==> config.mk <==
export PLATFORM = sky130hd
export DESIGN_NAME = clk_gate_ctrl
export DESIGN_NICKNAME = d
export VERILOG_FILES = /design/src/rtl/clk_gate_pkg.sv /design/src/rtl/clk_gate_ctrl_gate_timer.sv /design/src/rtl/clk_gate_ctrl.sv
export SDC_FILE = /design/constraint.sdc
export NUM_CORES = 1
export LEC_CHECK = 0
export ABC_AREA = 1
export ABC_CLOCK_PERIOD_IN_PS = 3850
export BUFFER_PORTS_ARGS = -buffer_cell sky130_fd_sc_hd__buf_2
export CORE_UTILIZATION = 45
export CTS_BUF_LIST = sky130_fd_sc_hd__clkbuf_16
export DETAILED_ROUTE_END_ITERATION = 12
export PLACE_DENSITY = 0.72
export SYNTH_ARGS = -nofsm -noshare
export SYNTH_HDL_FRONTEND = slang
export SYNTH_HIERARCHICAL = 1
export SYNTH_SLANG_ARGS = --single-unit
==> constraint.sdc <==
create_clock -name CLK -period 3.85 [get_ports CLK]
set_input_delay 0.1925 -clock CLK [delete_from_list [all_inputs] [get_ports CLK]]
set_output_delay 0.1925 -clock CLK [all_outputs]
set_load 0.05 [all_outputs]
==> src/rtl/clk_gate_pkg.sv <==
// Shared types and helpers for the clock-gate enable sequencer.
package clk_gate_pkg;

  typedef enum logic [1:0] {
    StOff  = 2'b00,
    StWake = 2'b01,
    StOn   = 2'b11,
    StHold = 2'b10
  } gate_state_e;

  localparam int unsigned CNT_MAX_W = 8;

  function automatic bit params_legal(input int unsigned num_req,
                                      input int unsigned wake_cycles,
                                      input int unsigned idle_cycles,
                                      input int unsigned cnt_w);
    return (num_req >= 1) && (wake_cycles >= 1) && (wake_cycles <= 15) &&
           (idle_cycles <= 255) && (cnt_w >= 1) && (cnt_w <= 32);
  endfunction

endpackage

==> src/rtl/clk_gate_ctrl_gate_timer.sv <==
// Loadable down-counter shared by the WAKE settle and HOLD idle windows.
module gate_timer
  import clk_gate_pkg::*;
(
  input  logic                 clk_i,
  input  logic                 rst_ni,
  input  logic                 load_i,
  input  logic [CNT_MAX_W-1:0] load_val_i,
  input  logic                 dec_i,
  output logic                 zero_o
);

  logic [CNT_MAX_W-1:0] count_q, count_d;

  assign zero_o = (count_q == '0);

  always_comb begin
    count_d = count_q;
    if (load_i) begin
      count_d = load_val_i;
    end else if (dec_i && !zero_o) begin
      count_d = count_q - 1'b1;
    end
  end

  always_ff @(posedge clk_i) begin
    if (!rst_ni) begin
      count_q <= '0;
    end else begin
      count_q <= count_d;
    end
  end

endmodule

==> src/rtl/clk_gate_ctrl.sv <==
// Enable sequencer for the clock-gating cell: wake settle, idle hold, wake-event count.
module clk_gate_ctrl
  import clk_gate_pkg::*;
#(
  parameter int unsigned NUM_REQ     = 2,
  parameter int unsigned WAKE_CYCLES = 2,
  parameter int unsigned IDLE_CYCLES = 4,
  parameter int unsigned CNT_W       = 8
) (
  input  logic               CLK,
  input  logic               RST,
  input  logic [NUM_REQ-1:0] REQ,
  input  logic               FORCE_ON,
  output logic               CLK_EN,
  output logic               CLK_RDY,
  output logic               BUSY,
  output logic [CNT_W-1:0]   WAKE_CNT
);

  if (!params_legal(NUM_REQ, WAKE_CYCLES, IDLE_CYCLES, CNT_W)) begin : g_param_check
    $error("clk_gate_ctrl: illegal parameter combination");
  end

  localparam logic [CNT_MAX_W-1:0] WakeLoad = CNT_MAX_W'(WAKE_CYCLES - 1);
  // HOLD spans IDLE_CYCLES+1 cycles before the gate closes, so the timer starts one higher.
  localparam logic [CNT_MAX_W-1:0] IdleLoad = CNT_MAX_W'(IDLE_CYCLES);

  gate_state_e          state_q, state_d;
  logic                 any_req;
  logic                 tmr_load, tmr_dec, tmr_zero;
  logic [CNT_MAX_W-1:0] tmr_load_val;
  logic                 en_q, rdy_q, busy_q;
  logic [CNT_W-1:0]     wake_cnt_q, wake_cnt_d;

  assign any_req = (|REQ) | FORCE_ON;

  always_comb begin
    state_d      = state_q;
    tmr_load     = 1'b0;
    tmr_dec      = 1'b0;
    tmr_load_val = WakeLoad;
    unique case (state_q)
      StOff: begin
        if (any_req) begin
          state_d  = StWake;
          tmr_load = 1'b1;
        end
      end
      StWake: begin
        if (tmr_zero) begin
          state_d = StOn;
        end else begin
          tmr_dec = 1'b1;
        end
      end
      StOn: begin
        if (!any_req) begin
          if (IDLE_CYCLES == 0) begin
            state_d = StOff;
          end else begin
            state_d      = StHold;
            tmr_load     = 1'b1;
            tmr_load_val = IdleLoad;
          end
        end
      end
      StHold: begin
        if (any_req) begin
          state_d = StOn;
        end else if (tmr_zero) begin
          state_d = StOff;
        end else begin
          tmr_dec = 1'b1;
        end
      end
      default: state_d = StOff;
    endcase
  end

  always_comb begin
    wake_cnt_d = wake_cnt_q;
    if ((state_q == StOff) && (state_d == StWake) && (wake_cnt_q != '1)) begin
      wake_cnt_d = wake_cnt_q + 1'b1;
    end
  end

  gate_timer u_timer (
    .clk_i      (CLK),
    .rst_ni     (RST),
    .load_i     (tmr_load),
    .load_val_i (tmr_load_val),
    .dec_i      (tmr_dec),
    .zero_o     (tmr_zero)
  );

  // Outputs are decoded from the next state so they line up with the state register.
  always_ff @(posedge CLK) begin
    if (!RST) begin
      state_q    <= StOff;
      en_q       <= 1'b0;
      rdy_q      <= 1'b0;
      busy_q     <= 1'b0;
      wake_cnt_q <= '0;
    end else begin
      state_q    <= state_d;
      en_q       <= (state_d != StOff);
      rdy_q      <= (state_d == StOn) || (state_d == StHold);
      busy_q     <= (state_d != StOff);
      wake_cnt_q <= wake_cnt_d;
    end
  end

  assign CLK_EN   = en_q;
  assign CLK_RDY  = rdy_q;
  assign BUSY     = busy_q;
  assign WAKE_CNT = wake_cnt_q;

endmodule

==> run metrics, run 1 <==
asr flop ratio synth 0%; I/O Buffers 15; clk buf depth 2; syn avg cell area 6.35 um^2; Syn Inst Count 217; largest cells by area after synthesis dfxtp_1, nand2_1, nand3_1, inv_1, nor2_1; area grow syn2layout 14.6%; share of layout cells above drive strength 1 17.2%; die area 0.00329 mm^2; post-synth cell types 25; Most used DFF post-synth dfxtp_1; final setup violation count 0; RSZ-0062 raised after global routing false; initial antenna violation count 0; First-pass DRT Iterations 4; Pwr Density 850 mW/mm^2; Post-CTS Setup Bufs 0; total gr overflow 0; TritonCTS clock tree done; Crit Path Class flop to flop; post-layout util 55.8%; first-pass GRT wire length 4.76 mm; Final nets 252; critical path fanouts, max 10; Post-synth top cells nand2_1, inv_1, nor2_1; Data arrival, critical path 2.37 ns; f_max 0.450 GHz; largest net degree at the start of global routing 12; Yosys reg bits 19; Post-synth EDFFs 0; vias 1300; die span in x 57.3 um; H-tree lvl count 1; area of placed instances 0.00150 mm^2; crit path time final 2.22 ns; Rel. slew slack 37.9%; drt drc 0; clock tree sinks 19; # fillers 280; height of the die 57.3 um; vias in the first global route 1106; Final Cycle Share 57.7%; vias per cell 4.81; Max Slew Vio Count 0; Reg clk slew, reported paths 0.05 ns; Yosys warning count 6; DR WL/cell 10.3 um; TritonCTS Buffers 3; setup tns final 0 ns; IO Count 16; Post-Synthesis Cell Area 0.00138 mm^2; worst ir drop on vdd 0.688 mV; most common cell in the netlist nand2_1; n_diodes 0; post-route cell area 0.00158 mm^2; Initial Util 48.7%; DRT antenna net count 0; CP endpoint kind flop; Final Hold Fails 0; Total GRT Usage 18.8%; outcome finished clean; Setup crit start kind flop; DP HPWL 2.13 mm; Final Skew 0.00113 ns; Max-Cap Viols 0; CORE AREA 0.00283 mm^2; hold_buf cts 0; DR iter-0 viols 100; Synth top area share 27.6%; worst skew pair latency 0.25 ns; P_leak 0.797 nW; PostCTS Resize Cnt 0; Cell Rows 19; Worst-Margin Slew 0.921 ns; drt total wl 2.78 mm; register area share after synthesis 27.6%; Synth area leader dfxtp_1; Hold Path Class primary input to flop; Clk Tree Root Cell clkbuf_16; required time worst endpoint 3.99 ns; routability-driven placement congestion ratio 0.929
path summary, 6_finish.rpt:
check             slack, ns                from                  to  depth (start not counted)
setup / recovery       1.63          state_q[1]  u_timer/count_q[1]                          9
hold / removal         0.27                 RST  u_timer/count_q[5]                          3
setup reg to reg       1.63          state_q[1]  u_timer/count_q[1]                          9
hold reg to reg        0.49  u_timer/count_q[0]  u_timer/count_q[0]                          2
state kept, by name (all words and copies together), names as in the netlist:
| register | flops |
|---|---|
| BUSY | 1 |
| u_timer/count_q | 8 |
| state_q | 2 |
| WAKE_CNT | 8 |
power by group:
| part | switching (W) | internal (W) | total (W) |
|---|---|---|---|
| logic | 0.000564 | 0.000252 | 0.000816 |
| clock network | 0.0000715 | 0.000139 | 0.000211 |
| registers | 0.0000606 | 0.000256 | 0.000316 |
metrics by stage:
stage | std cells | hold WS, ns | power, W | setup slack, ns
2_1_floorplan | 222 | 0.290 | 0.000990 | 1.81
3_3_place_gp | 266 | 0.484 | 0.00114 | 1.76
3_5_place_dp | 266 | 0.486 | 0.00113 | 1.65
4_1_cts | 270 | 0.275 | 0.00135 | 1.65
5_1_grt | 270 | 0.291 | 0.00147 | 1.38
6_report | 270 | 0.269 | 0.00134 | 1.63
per-layer routing:
layer | track usage (%) | up-vias | wire length, um
li1 | - | 723 | -
met1 | 25.2 | 548 | 1440
met2 | 29.9 | 24 | 1200
met3 | 3.40 | 5 | 106
met4 | 7.32 | 0 | 37
met5 | 0 | - | 0
cells in the final DEF (no fill, tap or decap), drive strengths merged:
cell,count
ha,7
xnor2,1
inv,31
a21oi,11
dfxtp,19
nand2,71
clkbuf,3
nand3,22
buf,15
xor2,3
o21ai,10
clkinv,2
nand4,8
conb,6
nor2,28
nor3,2
logic make-up (layout without fill, tap and decap cells):
group           Yosys count  in the layout  synth area share [%]
simple gates            131            131                  45.1
buf+inv                  34             51                  9.63
compound gates           21             21                  8.45
flops                    19             19                  27.6
fa+ha+maj                 7              7                  6.36
xor+xnor                  4              4                  2.54
other cells               1              6                 0.272
cell type report:
cell class | count | area [um^2] | share of cell area (%)
clock buffers | 3 | 75.1 | 4.75
clock inverters | 1 | 5.00 | 0.317
inverters | 32 | 121 | 7.69
multi-input cells | 169 | 883 | 55.9
flip-flops and latches | 19 | 380 | 24.1
well taps | 31 | 38.8 | 2.46
repair buffers | 15 | 75.1 | 4.75
critical path: stages, from the launching register on:
cell      delay, ns
dfxtp_1        0.35
inv_1          0.11
ha_1           0.22
inv_2          0.06
o21ai_0        0.73
inv_2          0.25
nand2_4        0.18
clkinv_2       0.08
nor2_1         0.08
nor2_1         0.05
Note: power is estimated with default switching activity, not from simulation.
==> run 2, diff against run 1 <==
- ABC_CLOCK_PERIOD_IN_PS: 3850 -> 2160
- clock period: 3.85 -> 2.16 ns (I/O delays scaled with it)
==> run metrics, run 2 (synthesis gave the netlist of run 1 again) <==
Reg clk slew, reported paths 0.06 ns (about the same); hold path cells 3 (unchanged); Final Skew 0.00535 ns (+0.00422 ns); DR WL/cell 10.0 um (-2.6%); vias per cell 4.90 (+1.9%); first-pass GRT wire length 4.75 mm (-0.15%); RSZ-0062 raised after global routing false; hold_buf cts 0 (unchanged); initial antenna violation count 0 (unchanged); RR Startpoint u_timer/count_q[0]; Data arrival, critical path 1.92 ns (-0.45 ns); critical path fanouts, max 10 (unchanged); Setup crit start kind flop; die area 0.00329 mm^2 (unchanged); Max-Cap Viols 0 (unchanged); met3 usage 4.08% (+0.68 points); vias 1329 (+2.2%); required time worst endpoint 2.31 ns (-1.68 ns); DRT antenna net count 0 (unchanged); Final Cycle Share 81.6% (+24 points); Post-CTS Setup Bufs 0 (unchanged); TritonCTS Buffers 3 (unchanged); post-layout util 56.2% (+0.35 points); First-pass DRT Iterations 4 (unchanged); Initial Util 48.7% (unchanged); total gr overflow 0 (unchanged); CP endpoint kind flop; H-tree lvl count 1 (unchanged); I/O Buffers 15 (unchanged); height of the die 57.3 um (unchanged); final setup violation count 0 (unchanged); Clk Tree Root Cell clkbuf_16; crit path time final 1.76 ns (-0.461 ns); IO Count 16 (unchanged); Total GRT Usage 18.3% (-0.43 points); Max Slew Vio Count 0 (unchanged); most frequent cells in the layout nand2_1, inv_1, nor2_1, nand3_1, dfxtp_1; drt total wl 2.72 mm (-2.3%); share of layout cells above drive strength 1 17.5% (+0.35 points); DR iter-0 viols 41 (-59%); PostCTS Resize Cnt 0 (unchanged); Worst Min Path Start RST; area grow syn2layout 15.3%; TritonCTS clock tree done; WHS Endpoint u_timer/count_q[6]; P_leak 0.798 nW (+0.13%); drt drc 0 (unchanged); CORE AREA 0.00283 mm^2 (unchanged); Final nets 253 (+0.40%); worst skew pair latency 0.25 ns (about the same); RR Endpoint WAKE_CNT[0]; busiest grt layer met2; Reg2Reg Depth 11 (+2); die span in x 57.3 um (unchanged); clock tree sinks 19 (unchanged); outcome finished clean; R2R Setup Slk 0.40 ns (-1.23 ns); Cell Rows 19 (unchanged); f_max 0.568 GHz (+26%); clk buf depth 2 (unchanged); largest net degree at the start of global routing 13 (+1); DP HPWL 2.08 mm (-2.0%); Crit Path Class flop to flop; Hold Path Class primary input to flop; n_diodes 0 (unchanged); setup tns final 0 ns (unchanged); vias in the first global route 1161 (+5.0%); met1 usage 24.5% (-0.70 points); Pwr Density 1520 mW/mm^2 (+79%); global routing usage on met2 30.8% (+0.84 points); Final Hold Fails 0 (unchanged); most common cell after layout, fill and taps aside nand2_1; worst ir drop on vdd 1.19 mV (+73%); routability-driven placement congestion ratio 0.836 (-10%)
[run 2: power by group]
part           total [W]  internal (W)  switching (W)
logic            0.00146      0.000462       0.000997
registers       0.000562      0.000456       0.000106
clock network   0.000395      0.000250       0.000144
[run 2: metal layers]
metal / wire, um / share of wire [%]
met5: 0 / 0
met1: 1360 / 50
met2: 1260 / 46
met4: 15 / 0.55
met3: 80 / 2.9
[run 2: per-stage QoR]
step	instance area (um^2)	power [W]	setup slack [ns]	hold WS, ns	instances
6_report	1590	0.00242	0.399	0.179	271
5_1_grt	1590	0.00265	0.187	0.212	271
3_3_place_gp	1510	0.00202	0.481	0.457	267
3_5_place_dp	1510	0.00203	0.415	0.455	267
2_1_floorplan	1400	0.00176	0.117	0.206	222
4_1_cts	1590	0.00244	0.403	0.187	271
[run 2: worst max-delay path by stage]
| stage | start | endpoint | slack (ns) | depth (start not counted) |
|---|---|---|---|---|
| CTS | u_timer/count_q[0] | WAKE_CNT[0] | 0.40 | 11 |
| floorplan | state_q[1] | u_timer/count_q[1] | 0.12 | 11 |
| global route | u_timer/count_q[0] | WAKE_CNT[3] | 0.19 | 10 |
| global placement | u_timer/count_q[0] | WAKE_CNT[0] | 0.48 | 11 |
| finish | u_timer/count_q[0] | WAKE_CNT[0] | 0.40 | 11 |
| detailed placement | u_timer/count_q[0] | WAKE_CNT[0] | 0.41 | 11 |
[run 2: worst max-delay path, cell delays in order (launching register included)]
cell and delay [ns]:
dfxtp_1 0.31, inv_1 0.15, ha_1 0.17, nand2_1 0.06, nor2_1 0.27, nor2_1 0.11, o21ai_2 0.19, nand2_4 0.12
nand3_4 0.12, nand2_1 0.07, nand2_1 0.06, nor2_1 0.04
[run 2: area by class of cell]
class / count / area (um^2)
fillers: 290 / 1240
multi-input cells: 169 / 883
flip-flops and latches: 19 / 380
inverters: 32 / 121
repair buffers: 16 / 82.6
clock buffers: 3 / 75.1
well taps: 31 / 38.8
clock inverters: 1 / 7.51
==> run 3, diff against run 2 <==
- ABC_AREA: 1 -> 0
- ABC_CLOCK_PERIOD_IN_PS: 2160 -> 1600
- PLACE_DENSITY: 0.72 -> 0.75
- clock period: 2.16 -> 1.6 ns (I/O delays scaled with it)
==> run metrics, run 3 <==
height of the die 53.6 um (-6.5%); IO Count 16 (unchanged); hold_buf cts 0 (unchanged); critical path's largest stage delay 0.45 ns (+0.14 ns); worst path cell trace inv_2, ha_4, inv_4, nor4_4, buf_4, nor3b_4, or3b_4, nor3_4, mux2i_1, a21oi_1; Most used DFF post-synth dfxtp_1; Worst-Margin Slew 0.584 ns; most common cell after layout, fill and taps aside buf_4; Synth area leader dfxtp_1; Synth top area share 31.7% (+4.1 points); area grow syn2layout 54.0%; DR WL/cell 16.5 um (+64%); Clk Tree Root Cell clkbuf_16; required time worst endpoint 1.72 ns (-0.59 ns); Post-Synthesis Cell Area 0.00120 mm^2 (-13%); Max-Cap Viols 0 (unchanged); CORE AREA 0.00250 mm^2 (-12%); Data arrival, critical path 2.33 ns (+0.41 ns); asr flop ratio synth 0% (unchanged); clk buf depth 2 (unchanged); die span in x 53.6 um (-6.5%); register area share after synthesis 31.7% (+4.1 points); DR iter-0 viols 66 (+61%); Cell Rows 18 (-1); worst ir drop on vdd 1.48 mV (+25%); Final Cycle Share 138% (+57 points); most frequent cells in the layout buf_4, dfxtp_1, buf_2, a21oi_1, o21ai_0; TritonCTS clock tree done; CP endpoint kind flop; Worst Setup Slack, final -0.613 ns (-1.01 ns); DP HPWL 2.47 mm (+18%); first-pass GRT wire length 5.53 mm (+16%); register area 388 um^2 (+2.0%); syn avg cell area 8.62 um^2 (+36%); share of layout cells above drive strength 1 47.3% (+30 points); Setup crit start kind flop; violated checks setup timing; n_diodes 0 (unchanged); die area 0.00287 mm^2 (-13%); post-synth cell types 41 (+64%); hold_ws 0.215 ns (+0.0368 ns); area of placed instances 0.00165 mm^2 (+9.7%); vias per cell 5.79 (+18%); largest net degree at the start of global routing 17 (+4); routability-driven placement congestion ratio 0.908 (+8.6%); total gr overflow 0 (unchanged); drt total wl 3.80 mm (+40%); vias in the first global route 1231 (+6.0%); I/O Buffers 15 (unchanged); Crit-path slowest cell or3b_4; Final Hold Fails 0 (unchanged); clock tree sinks 19 (unchanged); area of the multi-input gates 878 um^2 (-0.57%); total power 0.00415 W (+72%); Total GRT Usage 27.3% (+9.0 points); Crit Path Class flop to flop; Rel. slew slack 60.9%; worst skew pair latency 0.25 ns (about the same); Yosys reg bits 19 (unchanged); initial antenna violation count 0 (unchanged); Post-synth EDFFs 0 (unchanged); post-route cell area 0.00185 mm^2 (+16%); final setup violation count 19 (+19); vias 1337 (+0.60%); First-pass DRT Iterations 4 (unchanged); Yosys warning count 6 (unchanged); post-layout util 73.8% (+18 points); P_leak 0.789 nW (-1.1%); Post-synth top cells dfxtp_1, a21oi_1, inv_1, o21ai_0, nand2_1; largest cells by area after synthesis dfxtp_1, ha_1, mux2i_1, a21oi_1, o21ai_0; crit path time final 2.21 ns (+0.451 ns); Hold Path Class primary input to flop; most common cell in the netlist dfxtp_1; drt drc 0 (unchanged); # fillers 174 (-40%); DRT antenna net count 0 (unchanged); RSZ-0062 raised after global routing true; Final nets 214 (-15%); Syn Inst Count 139 (-36%); outcome finished with violations; Pwr Density 2250 mW/mm^2 (+48%); Initial Util 47.9% (-0.75 points); TritonCTS Buffers 3 (unchanged); H-tree lvl count 1 (unchanged); Reg clk slew, reported paths 0.06 ns (about the same); Max Slew Vio Count 0 (unchanged); critical path fanouts, max 4 (-6); Final Skew 0.00284 ns (-0.00251 ns); f_max 0.452 GHz (-20%)
==> run 3: cell types whose count changed after synthesis, sizes merged, moves of 4 or more <==
cell	before	now
nand2b	0	4
inv	31	10
nand3	22	5
o31ai	0	5
mux2i	0	6
or4	0	6
nand2	71	9
nand4	8	3
nor2	28	5
nor3b	0	5
==> run 3: cell families (layout without fill, tap and decap cells) <==
group	count (synthesis)	count (layout)	share of synthesized area [%]
DFF	19	19	31.7
xor gates and xnor gates	3	3	2.19
AOI/OAI and AO/OA	37	37	21.6
and+or+nand+nor	50	50	25.6
adders and majority gates	7	7	7.31
other	1	6	0.313
muxes	6	6	5.01
buffers and inverters	16	73	6.26
==> run 3: layer usage <==
layer | routed length (um) | GRT usage (%)
met5 | 0 | 0
met4 | 47 | 11.0
met2 | 2010 | 46.7
met3 | 200 | 3.11
met1 | 1540 | 34.8
==> run 3: final cells by class <==
cell class | instances | share of cell area [%]
Clock buffer | 3 | 4.07
Tap cell | 30 | 2.03
Inverter | 10 | 2.31
Clock inverter | 1 | 0.407
Multi-Input combinational cell | 109 | 47.6
Timing Repair Buffer | 59 | 22.6
Sequential cell | 19 | 21.0
==> run 3: final timing paths <==
path,start,end,slack (ns),depth (start not counted)
min,RST,WAKE_CNT[5],0.22,3
max reg2reg,u_timer/count_q[0],u_timer/count_q[7],-0.61,10
max,u_timer/count_q[0],u_timer/count_q[7],-0.61,10
min reg2reg,WAKE_CNT[6],WAKE_CNT[6],0.51,2
==> run 3: what timing repair did <==
action	CTS	global route
resized for setup	11	8
pin swaps	14	4
endpoints found under the setup margin	19	19
setup buffers	4	1
gates cloned	0	1
==> run 3: where the power goes <==
| part | switching (W) | leakage, nW | internal (W) |
|---|---|---|---|
| clock network | 0.000188 | 0.0371 | 0.000338 |
| registers | 0.000138 | 0.158 | 0.000639 |
| logic | 0.00149 | 0.594 | 0.00136 |
| total | 0.00182 | 0.789 | 0.00233 |
==> run 3: worst max-delay path: cells and delay by family (launching register included) <==
family / cells / cell delay, ns
AO/OA/AOI/OAI: 1 / 0.12
adder cells (fa/ha/maj): 1 / 0.16
AND/OR/NAND/NOR: 4 / 0.93
buffers and inverters: 3 / 0.25
flip-flops: 1 / 0.34
multiplexers: 1 / 0.27
==> run 3: through the flow <==
step,TNS [ns],std cells,setup slack [ns]
2_1_floorplan,-5.98,144,-0.464
3_3_place_gp,-5.99,221,-0.423
3_5_place_dp,-7.43,221,-0.493
4_1_cts,-6.28,229,-0.455
5_1_grt,-9.75,231,-0.700
6_report,-8.03,231,-0.613
